File: src/rtl/afifo_wr_burst_engine_pkg.sv
// Shared types for the async FIFO write-side burst engine.
package afifo_pkg;

  typedef enum logic [1:0] {
    PAT_INCR  = 2'd0,
    PAT_LFSR  = 2'd1,
    PAT_CONST = 2'd2,
    PAT_WALK1 = 2'd3
  } afifo_wr_pat_e;

  typedef enum logic [1:0] {
    ENG_IDLE  = 2'd0,
    ENG_BURST = 2'd1,
    ENG_GAP   = 2'd2
  } afifo_wr_eng_state_e;

  localparam int STALL_CNT_WIDTH = 32;

endpackage

File: src/rtl/afifo_wr_burst_engine_if.sv
// Command, FIFO write port and status bundle of the write burst engine.
// master = test/config side plus FIFO model, slave = the engine.
interface afifo_wr_burst_engine_if #(
  parameter int DATA_WIDTH = 32,
  parameter int LEN_WIDTH  = 16,
  parameter int GAP_WIDTH  = 4
);
  import afifo_pkg::*;

  logic                                  cmd_valid;
  logic                                  cmd_ready;
  logic [LEN_WIDTH-1:0]                  cmd_len;
  afifo_wr_pat_e                         cmd_pattern;
  logic [DATA_WIDTH-1:0]                 cmd_seed;
  logic [GAP_WIDTH-1:0]                  cmd_gap;
  logic                                  cmd_drop_on_full;
  logic                                  abort;
  logic                                  wfull;
  logic                                  winc;
  logic [DATA_WIDTH-1:0]                 wdata;
  logic                                  busy;
  logic                                  done;
  logic                                  err_timeout;
  logic [LEN_WIDTH-1:0]                  wr_count;
  logic [LEN_WIDTH-1:0]                  drop_count;
  logic [STALL_CNT_WIDTH-1:0]            stall_cycles;

  modport master (
    output cmd_valid, cmd_len, cmd_pattern, cmd_seed, cmd_gap, cmd_drop_on_full, abort, wfull,
    input  cmd_ready, winc, wdata, busy, done, err_timeout, wr_count, drop_count, stall_cycles
  );

  modport slave (
    input  cmd_valid, cmd_len, cmd_pattern, cmd_seed, cmd_gap, cmd_drop_on_full, abort, wfull,
    output cmd_ready, winc, wdata, busy, done, err_timeout, wr_count, drop_count, stall_cycles
  );

endinterface

File: src/rtl/afifo_wr_burst_engine_pattern_gen.sv
// Registered data pattern source: load picks the first word, advance steps to the next.
module afifo_pattern_gen
  import afifo_pkg::*;
#(
  parameter int          DATA_WIDTH = 32,
  parameter logic [31:0] LFSR_POLY  = 32'h8020_0003
) (
  input  logic                  clk,
  input  logic                  rst,
  input  logic                  load,
  input  logic                  advance,
  input  logic [DATA_WIDTH-1:0] seed,
  input  afifo_wr_pat_e         pattern,
  output logic [DATA_WIDTH-1:0] data
);

  localparam logic [DATA_WIDTH-1:0] POLY = DATA_WIDTH'(LFSR_POLY);

  afifo_wr_pat_e         pat_q;
  logic [DATA_WIDTH-1:0] load_val;
  logic [DATA_WIDTH-1:0] next_val;

  // First word: WALK1 always starts at bit 0; an all-zero LFSR seed would lock up, so force 1.
  always_comb begin
    load_val = seed;
    case (pattern)
      PAT_WALK1: load_val = DATA_WIDTH'(1);
      PAT_LFSR:  load_val = (seed == '0) ? DATA_WIDTH'(1) : seed;
      default:   load_val = seed;
    endcase
  end

  // Successor of the current word; the LFSR is a right-shifting Galois form.
  always_comb begin
    next_val = data;
    case (pat_q)
      PAT_INCR:  next_val = data + DATA_WIDTH'(1);
      PAT_LFSR:  next_val = (data >> 1) ^ (data[0] ? POLY : '0);
      PAT_CONST: next_val = data;
      PAT_WALK1: next_val = {data[DATA_WIDTH-2:0], data[DATA_WIDTH-1]};
      default:   next_val = data;
    endcase
  end

  // Data and active pattern registers.
  always_ff @(posedge clk or posedge rst) begin
    if (rst) begin
      data  <= '0;
      pat_q <= PAT_INCR;
    end else if (load) begin
      data  <= load_val;
      pat_q <= pattern;
    end else if (advance) begin
      data  <= next_val;
    end
  end

endmodule

File: src/rtl/afifo_wr_burst_engine.sv
// Write-domain burst engine: takes burst commands and drives the FIFO write port.
//
//   state     | meaning
//   ----------+-----------------------------------------------------------
//   ENG_IDLE  | ready for a command; counters hold last burst's results
//   ENG_BURST | one word per cycle: write, drop or stall depending on wfull
//   ENG_GAP   | idle cycles between words, wfull ignored
module afifo_wr_burst_engine
  import afifo_pkg::*;
#(
  parameter int          DATA_WIDTH = 32,
  parameter int          ADDR_WIDTH = 8,
  parameter int          LEN_WIDTH  = 16,
  parameter int          GAP_WIDTH  = 4,
  parameter int          TIMEOUT    = 1024,
  parameter logic [31:0] LFSR_POLY  = 32'h8020_0003
) (
  input  logic                    wclk,
  input  logic                    wrst,
  afifo_wr_burst_engine_if.slave  bus
);

  localparam int TO_W = $clog2(TIMEOUT + 1);

  if (TIMEOUT < 1 || ADDR_WIDTH < 1) begin : g_bad_param
    $error("afifo_wr_burst_engine: TIMEOUT and ADDR_WIDTH must be at least 1");
  end

  afifo_wr_eng_state_e        state, state_nxt;
  logic [LEN_WIDTH-1:0]       remaining;
  logic [GAP_WIDTH-1:0]       gap_q, gap_ctr;
  logic                       drop_q;
  logic [TO_W-1:0]            to_ctr;
  logic                       busy_q, done_q, err_q;
  logic [LEN_WIDTH-1:0]       wr_cnt_q, drop_cnt_q;
  logic [STALL_CNT_WIDTH-1:0] stall_q;

  logic accept, in_burst, write_ev, drop_ev, stall_ev, consume, last, timeout_hit, abort_ev;

  assign accept      = bus.cmd_valid && (state == ENG_IDLE);
  assign in_burst    = (state == ENG_BURST) && !bus.abort;
  assign write_ev    = in_burst && !bus.wfull;
  assign drop_ev     = in_burst && bus.wfull && drop_q;
  assign stall_ev    = in_burst && bus.wfull && !drop_q;
  assign consume     = write_ev || drop_ev;
  assign last        = (remaining == LEN_WIDTH'(1));
  assign timeout_hit = stall_ev && (to_ctr == TO_W'(TIMEOUT - 1));
  assign abort_ev    = bus.abort && (state != ENG_IDLE);

  // State register.
  always_ff @(posedge wclk or posedge wrst) begin
    if (wrst) state <= ENG_IDLE;
    else      state <= state_nxt;
  end

  // Next-state decode.
  always_comb begin
    state_nxt = state;
    case (state)
      ENG_IDLE: begin
        if (accept && (bus.cmd_len != '0)) state_nxt = ENG_BURST;
      end
      ENG_BURST: begin
        if (bus.abort)         state_nxt = ENG_IDLE;
        else if (consume)      state_nxt = last ? ENG_IDLE : ((gap_q != '0) ? ENG_GAP : ENG_BURST);
        else if (timeout_hit)  state_nxt = ENG_IDLE;
      end
      ENG_GAP: begin
        if (bus.abort)                       state_nxt = ENG_IDLE;
        else if (gap_ctr == GAP_WIDTH'(1))   state_nxt = ENG_BURST;
      end
      default: state_nxt = ENG_IDLE;
    endcase
  end

  // Burst bookkeeping: remaining words, gap/timeout timers, status counters and flags.
  always_ff @(posedge wclk or posedge wrst) begin
    if (wrst) begin
      remaining  <= '0;
      gap_q      <= '0;
      gap_ctr    <= '0;
      drop_q     <= 1'b0;
      to_ctr     <= '0;
      busy_q     <= 1'b0;
      done_q     <= 1'b0;
      err_q      <= 1'b0;
      wr_cnt_q   <= '0;
      drop_cnt_q <= '0;
      stall_q    <= '0;
    end else begin
      done_q <= 1'b0;
      busy_q <= (state_nxt != ENG_IDLE);
      if (accept) begin
        remaining  <= bus.cmd_len;
        gap_q      <= bus.cmd_gap;
        drop_q     <= bus.cmd_drop_on_full;
        to_ctr     <= '0;
        err_q      <= 1'b0;
        wr_cnt_q   <= '0;
        drop_cnt_q <= '0;
        stall_q    <= '0;
        done_q     <= (bus.cmd_len == '0);
      end
      if (write_ev) begin
        wr_cnt_q  <= wr_cnt_q + LEN_WIDTH'(1);
        remaining <= remaining - LEN_WIDTH'(1);
        to_ctr    <= '0;
      end
      if (drop_ev) begin
        drop_cnt_q <= drop_cnt_q + LEN_WIDTH'(1);
        remaining  <= remaining - LEN_WIDTH'(1);
      end
      if (consume && last) done_q <= 1'b1;
      if (stall_ev) begin
        if (stall_q != '1) stall_q <= stall_q + STALL_CNT_WIDTH'(1);
        to_ctr <= to_ctr + TO_W'(1);
        if (timeout_hit) begin
          err_q  <= 1'b1;
          done_q <= 1'b1;
        end
      end
      if (abort_ev) done_q <= 1'b1;
      if (consume && !last && (gap_q != '0)) gap_ctr <= gap_q;
      else if (state == ENG_GAP)             gap_ctr <= gap_ctr - GAP_WIDTH'(1);
    end
  end

  afifo_pattern_gen #(
    .DATA_WIDTH (DATA_WIDTH),
    .LFSR_POLY  (LFSR_POLY)
  ) u_pattern_gen (
    .clk     (wclk),
    .rst     (wrst),
    .load    (accept),
    .advance (consume),
    .seed    (bus.cmd_seed),
    .pattern (bus.cmd_pattern),
    .data    (bus.wdata)
  );

  assign bus.cmd_ready    = (state == ENG_IDLE);
  assign bus.winc         = write_ev;
  assign bus.busy         = busy_q;
  assign bus.done         = done_q;
  assign bus.err_timeout  = err_q;
  assign bus.wr_count     = wr_cnt_q;
  assign bus.drop_count   = drop_cnt_q;
  assign bus.stall_cycles = stall_q;

endmodule

File: src/flat_wrapper.sv
// flat-port wrapper written by rule: the top's interface ports become plain ports
module afifo_wr_burst_engine_flat import afifo_pkg::*;
#(
  parameter int          DATA_WIDTH = 32,
  parameter int          ADDR_WIDTH = 8,
  parameter int          LEN_WIDTH  = 16,
  parameter int          GAP_WIDTH  = 4,
  parameter int          TIMEOUT    = 1024,
  parameter logic [31:0] LFSR_POLY  = 32'h8020_0003
)
  (wclk, wrst, bus_cmd_valid, bus_cmd_len, bus_cmd_pattern, bus_cmd_seed, bus_cmd_gap, bus_cmd_drop_on_full, bus_abort, bus_wfull, bus_cmd_ready, bus_winc, bus_wdata, bus_busy, bus_done, bus_err_timeout, bus_wr_count, bus_drop_count, bus_stall_cycles);
  afifo_wr_burst_engine_if #(.DATA_WIDTH(DATA_WIDTH), .LEN_WIDTH(LEN_WIDTH), .GAP_WIDTH(GAP_WIDTH)) bus_i ();
  input  logic wclk;
  input  logic wrst;
  input wire logic [$bits(bus_i.cmd_valid)-1:0] bus_cmd_valid;
  input wire logic [$bits(bus_i.cmd_len)-1:0] bus_cmd_len;
  input wire logic [$bits(bus_i.cmd_pattern)-1:0] bus_cmd_pattern;
  input wire logic [$bits(bus_i.cmd_seed)-1:0] bus_cmd_seed;
  input wire logic [$bits(bus_i.cmd_gap)-1:0] bus_cmd_gap;
  input wire logic [$bits(bus_i.cmd_drop_on_full)-1:0] bus_cmd_drop_on_full;
  input wire logic [$bits(bus_i.abort)-1:0] bus_abort;
  input wire logic [$bits(bus_i.wfull)-1:0] bus_wfull;
  output wire logic [$bits(bus_i.cmd_ready)-1:0] bus_cmd_ready;
  output wire logic [$bits(bus_i.winc)-1:0] bus_winc;
  output wire logic [$bits(bus_i.wdata)-1:0] bus_wdata;
  output wire logic [$bits(bus_i.busy)-1:0] bus_busy;
  output wire logic [$bits(bus_i.done)-1:0] bus_done;
  output wire logic [$bits(bus_i.err_timeout)-1:0] bus_err_timeout;
  output wire logic [$bits(bus_i.wr_count)-1:0] bus_wr_count;
  output wire logic [$bits(bus_i.drop_count)-1:0] bus_drop_count;
  output wire logic [$bits(bus_i.stall_cycles)-1:0] bus_stall_cycles;
  assign bus_i.cmd_valid = bus_cmd_valid;
  assign bus_i.cmd_len = bus_cmd_len;
  assign bus_i.cmd_pattern = bus_cmd_pattern;
  assign bus_i.cmd_seed = bus_cmd_seed;
  assign bus_i.cmd_gap = bus_cmd_gap;
  assign bus_i.cmd_drop_on_full = bus_cmd_drop_on_full;
  assign bus_i.abort = bus_abort;
  assign bus_i.wfull = bus_wfull;
  assign bus_cmd_ready = bus_i.cmd_ready;
  assign bus_winc = bus_i.winc;
  assign bus_wdata = bus_i.wdata;
  assign bus_busy = bus_i.busy;
  assign bus_done = bus_i.done;
  assign bus_err_timeout = bus_i.err_timeout;
  assign bus_wr_count = bus_i.wr_count;
  assign bus_drop_count = bus_i.drop_count;
  assign bus_stall_cycles = bus_i.stall_cycles;
  afifo_wr_burst_engine #(.DATA_WIDTH(DATA_WIDTH), .ADDR_WIDTH(ADDR_WIDTH), .LEN_WIDTH(LEN_WIDTH), .GAP_WIDTH(GAP_WIDTH), .TIMEOUT(TIMEOUT), .LFSR_POLY(LFSR_POLY)) u_core (.wclk(wclk), .wrst(wrst), .bus(bus_i));
endmodule
File: config.mk
export PLATFORM = sky130hd
export DESIGN_NAME = afifo_wr_burst_engine_flat
export DESIGN_NICKNAME = d
export VERILOG_FILES = /design/src/rtl/afifo_wr_burst_engine_pkg.sv /design/src/rtl/afifo_wr_burst_engine_if.sv /design/src/rtl/afifo_wr_burst_engine_pattern_gen.sv /design/src/rtl/afifo_wr_burst_engine.sv /design/src/flat_wrapper.sv
export SDC_FILE = /design/constraint.sdc
export NUM_CORES = 1
export LEC_CHECK = 0
export CORE_ASPECT_RATIO = 1.5
export CORE_UTILIZATION = 34
export DETAILED_ROUTE_END_ITERATION = 10
export PLACE_DENSITY = 0.55
export SETUP_SLACK_MARGIN = 0.05
export SLEW_MARGIN = 20
export SYNTH_ARGS = -nofsm -noshare
export SYNTH_HDL_FRONTEND = slang
export SYNTH_SLANG_ARGS = --single-unit
File: constraint.sdc
create_clock -name wclk -period 4.24 [get_ports wclk]
set_input_delay 0.848 -clock wclk [delete_from_list [all_inputs] [get_ports wclk]]
set_output_delay 0.848 -clock wclk [all_outputs]
set_load 0.1 [all_outputs]
; After elaboration in Yosys (flattened, before gate mapping)
; Cells that the tools add are included.
[word_totals]
regBits = 139
output_inout_bits = 101
wordCells = 103
inputBits = 60
[classes]
eq_ne = 12
bitwise = 1
reduce_logical = 32
n_mux = 37
add_sub_neg = 7
[op_table]
columns = cell, n
row1 = $mux 32, 7
row2 = $mux 16, 6
row3 = $pmux 32 s3, 1
row4 = $add 32x1->32 const B, 2
row5 = $pmux 32 s2, 1
row6 = $mux 11, 3
row7 = $add 16x1->16 const B, 2
row8 = $logic_not 32->1, 1
row9 = $ne 32x32->1 const B, 1
row10 = $xor 31x32->32, 1
row11 = $eq 16x1->1 const B, 1
row12 = $logic_not 16->1, 1
row13 = $mux 2, 8
row14 = $reduce_bool 16->1, 1
row15 = $sub 16x1->16 const B, 1
row16 = $logic_and 1x1->1, 12
row17 = $reduce_bool 2->1, 6
row18 = $add 11x1->11 const B, 1
row19 = $eq 11x10->1 const B, 1
row20 = $eq 2x2->1 const B, 4
row21 = $mux 1, 8
row22 = $mux 4, 2
row23 = $eq 2x1->1 const B, 3
row24 = $pmux 2 s3, 1
row25 = other kinds (9), 14

; Longest topological paths before layout
[depth]
word_depth = 10
ltp_mapped = 8

; By module
; From an unflattened synthesis, not the netlist that was laid out.
[unflattened]
hier_cells = 986
hier_area_um2 = 8429.3
[by_module_without_submodules]
columns = module, seq_area_each_um2, instances, cells_each, area_each_um2
row1 = afifo_wr_burst_engine, 2627.5, 1, 594, 5514.0
row2 = afifo_pattern_gen, 850.8, 1, 392, 2915.3

; Worst setup path before layout
; Ideal clock, no wire load.
[synth_timing]
path_kind = input port to output port
startpoint = in bus_abort
endpoint = out bus_winc
stages = 4
arrival_time_ps = 2528
path_slack_ps = 864
cell_sequence = nor3b_1 -> nand2b_1 -> inv_1 -> buf_1
[synth_between]
elab_chain_len = 3
[synth_lines]
columns = element, line_no
row1 = start: declaration, flat_wrapper.sv:21  ; input wire logic [$bits(bus_i.abort)-1:0] bus_abort;
row2 = $logic_not 1->1, afifo_wr_burst_engine.sv:41  ; assign in_burst = (state == ENG_BURST) && !bus.abort;
row3 = $logic_and 1x1->1, afifo_wr_burst_engine.sv:41
row4 = $logic_and 1x1->1, afifo_wr_burst_engine.sv:42  ; assign write_ev = in_burst && !bus.wfull;
row5 = end: declaration, flat_wrapper.sv:24  ; output wire logic [$bits(bus_i.winc)-1:0] bus_winc;
; No other way between the ends.

; Final worst setup path
[layout_timing]
startpoint = reg u_core.state[0]
endpoint = out bus_cmd_ready
[layout_between]
elab_chain_len = 1
[layout_lines]
columns = element, line_no
row1 = start: declaration, afifo_wr_burst_engine.sv:29  ; afifo_wr_eng_state_e state, state_nxt;
row2 = start signal: assignment, afifo_wr_burst_engine.sv:53  ; else state <= state_nxt;
row3 = $logic_not 2->1, afifo_wr_burst_engine.sv:141  ; assign bus.cmd_ready = (state == ENG_IDLE);
row4 = end: declaration, flat_wrapper.sv:23  ; output wire logic [$bits(bus_i.cmd_ready)-1:0] bus_cmd_ready;
; No other way between the ends.

==> results_dict.tcl <==
set metrics [dict create \
    hold_path.startpoint "u_core.bus.wr_count[15]$_DFFE_PP0P_" \
    clk_path_buf_depth 2 \
    r2r-start "u_core.state[0]$_DFF_PP0_" \
    postCtsSetupRepairBufs 0 \
    gr-total-overflow 0 \
    dr.pass1.iters 5 \
    worstPathArrival_ns 2.49 \
    finalCritPeriodShare_pct 78.7 \
    postRouteAntennaNets 0 \
    die_h_um 193 \
    clock_latency_ns 0.43 \
    synth_largest_area_cell "dfrtp_1" \
    initial_utilization_pct 34.8 \
    synth_cells 960 \
    cts.sinks 139 \
    hold_viol 0 \
    numCtsBuffers 17 \
    required_ns 3.39 \
    wl_per_cell_um 19.1 \
    synth_enable_flop_cells 0 \
    max_stage_delay_ns 1.22 \
    clkTransAtPathRegs_ns 0.06 \
    synth_nets 1029 \
    finalSetupViolCount 0 \
    pin_count 161 \
    relSlewSlack_pct 29.9 \
    post_cts_resize_count 0 \
    status "finished, final reports clean" \
    cap_violations 0 \
    drive_above_1_share_pct 7.05 \
    start_kind "flop" \
    dp_hpwl_um 19200 \
    max_freq_ghz 0.300 \
    syn_area_per_cell_um2 8.63 \
    ys.warnings.count 0 \
    viasPerCell 5.60 \
    ff2ff_path_depth 8 \
    drt_iter0_markers 480 \
    antennaDiodeCount 0 \
    cellPowerDensity_nw_per_um2 707 \
    synth_top_area_share_pct 42.0 \
    crit_path_max_fanout 8 \
    mostFrequentLayoutCells "159 x clkdlybuf4s50_1, 139 x nand2_1, 139 x dfrtp_1" \
    clockRootBuffer "clkbuf_16" \
    fin_ws_ns 0.904 \
    worstHoldEndpoint "u_core.bus.wr_count[15]$_DFFE_PP0P_" \
    areaGrowthSynthToFinish_pct 32.0 \
    setup.worst_path.end_class "primary output" \
    ir_worst_vdd_v 0.000400 \
    synth_flop_cell "dfrtp_1" \
    path_class "flop to primary output" \
    synth.top_cells.by_area "dfrtp_1 42%, nand2_1 6.3%, mux2i_1 5.0%" \
    cts_tree "built" \
    whs_path_depth 1 \
    die_area_um2 25000 \
    drcViolationCount 0 \
    hp-class "flop to flop" \
    antenna_found_initial 2 \
    p_leak_nw 4.36 \
    syn_area_um2 8280 \
    ys_types 68 \
    htree_num_levels 4 \
    crit_chain "nor2_1 -> clkdlybuf4s50_1" \
    totalWireLength_um 27400 \
    power_mw 7.73 \
    grt_usage_pct 22.4 \
    coreArea_um2 23800 \
    yosysSeqAreaShare_pct 42.0 \
    r2r-end "u_core.bus.wr_count[15]$_DFFE_PP0P_" \
    layout_commonest_cell "clkdlybuf4s50_1" \
    slew_violations 0 \
    vias 8067 \
    grt_max_degree 110 \
    finalClockSkew_ns 0.0109 \
    max_slew.worst_pin.slew_ns 1.05 \
    fp.dieW_um 129 \
    place.gp.congestion 0.848 \
    min_period_ns 3.34 \
    cts_hold_buf 0 \
    fp-row-count 69 \
    crit_slowest_cell "clkdlybuf4s50_1" \
    grt_pass1_vias 7934 \
    ys_ff_latch 139 \
    async_flop_share_pct 100 \
    rrSetupSlack_ns 1.62 \
    setup_tns_ns 0 \
    pre_cts_slack_ns 0.776 \
    grt_pass1_wl_um 42900 \
    numPortBuffers 160 \
    rsz0062_at_grt "no" \
    nNetsFinal 1178 \
]
[registers in the layout, indices dropped and copies added (netlist names), 2 cells and up]
signal,count
u_core.gap_ctr,4
u_core.to_ctr,11
u_core.bus.stall_cycles,32
u_core.bus.drop_count,16
u_core.bus.wr_count,16
u_core.remaining,16
u_core.u_pattern_gen.data,32
u_core.state,2
u_core.u_pattern_gen.pat_q,2
u_core.gap_q,4
[power by group]
group / switching, mW / internal, mW / leakage [nW]
logic: 2.66 / 1.15 / 2.24
clock network: 0.611 / 1.11 / 0.311
registers: 0.563 / 1.64 / 1.81
total: 3.83 / 3.90 / 4.36
[critical path, delay by kind of cell (launching register included)]
kind                   cells  cell delay [ns]
buffers and inverters      1             1.22
DFF                        1             0.45
and+or+nand+nor            1             0.39
[how the worst max path moves through the flow]
| stage | depth (start not counted) | end | startpoint |
|---|---|---|---|
| 2_1_floorplan | 4 | bus_winc | bus_abort |
| 3_3_place_gp | 8 | u_core.u_pattern_gen.data[1]$_DFFE_PP0P_ | bus_cmd_seed[9] |
| 3_5_place_dp | 9 | u_core.bus.wr_count[15]$_DFFE_PP0P_ | bus_abort |
| 4_1_cts | 2 | bus_cmd_ready | u_core.state[0]$_DFF_PP0_ |
| 5_1_grt | 2 | bus_cmd_ready | u_core.state[0]$_DFF_PP0_ |
| 6_report | 2 | bus_cmd_ready | u_core.state[0]$_DFF_PP0_ |
[final cells by class]
type                            instances  area, µm²
Fill cell                            2392      12900
Timing Repair Buffer                  178       1760
Multi-Input combinational cell        757       4570
Sequential cell                       139       3480
Clock buffer                           19        443
Inverter                               16       63.8
Clock inverter                         12        220
Tap cell                              319        399
[layer usage]
layer	up-vias	track usage [%]	wire length, µm
met2	251	39.6	14100
li1	3887	-	-
met1	3867	25.4	10900
met5	-	0	11
met4	2	10.8	818
met3	60	5.02	1550
[per-stage QoR]
stage	area [µm²]	instances	util [%]	hold slack, ns
4_1_cts	10900	1440	45.9	0.484
3_5_place_dp	10300	1409	43.1	0.476
5_1_grt	10900	1440	45.9	0.504
6_report	10900	1440	45.9	0.488
2_1_floorplan	8280	960	-	0.445
3_3_place_gp	10300	1409	43.1	0.462
[Yosys cell counts (8+ instances only)]
cell / count
o21ai_0: 71
o31ai_1: 14
nand3_1: 67
nor3b_1: 11
mux2i_1: 41
and4_1: 10
dfrtp_1: 139
a21oi_1: 33
clkbuf_1: 38
a31oi_1: 14
nor2_1: 77
ha_1: 9
and3_1: 17
or4_1: 9
nand4_1: 37
inv_1: 16
nor4_1: 34
xnor2_1: 15
mux2_2: 8
nand2_1: 140
o211ai_1: 22
nor3_1: 25
[cell families after synthesis]
kind of cell             synth area share (%)
AND/OR/NAND/NOR                          28.8
AO/OA/AOI/OAI                            16.8
flip-flops                               42.0
buffers and inverters                    2.96
multiplexers                             6.04
XOR/XNOR                                 2.12
adder cells (fa/ha/maj)                  1.36
No activity file was read; power rests on OpenSTA's default activity.
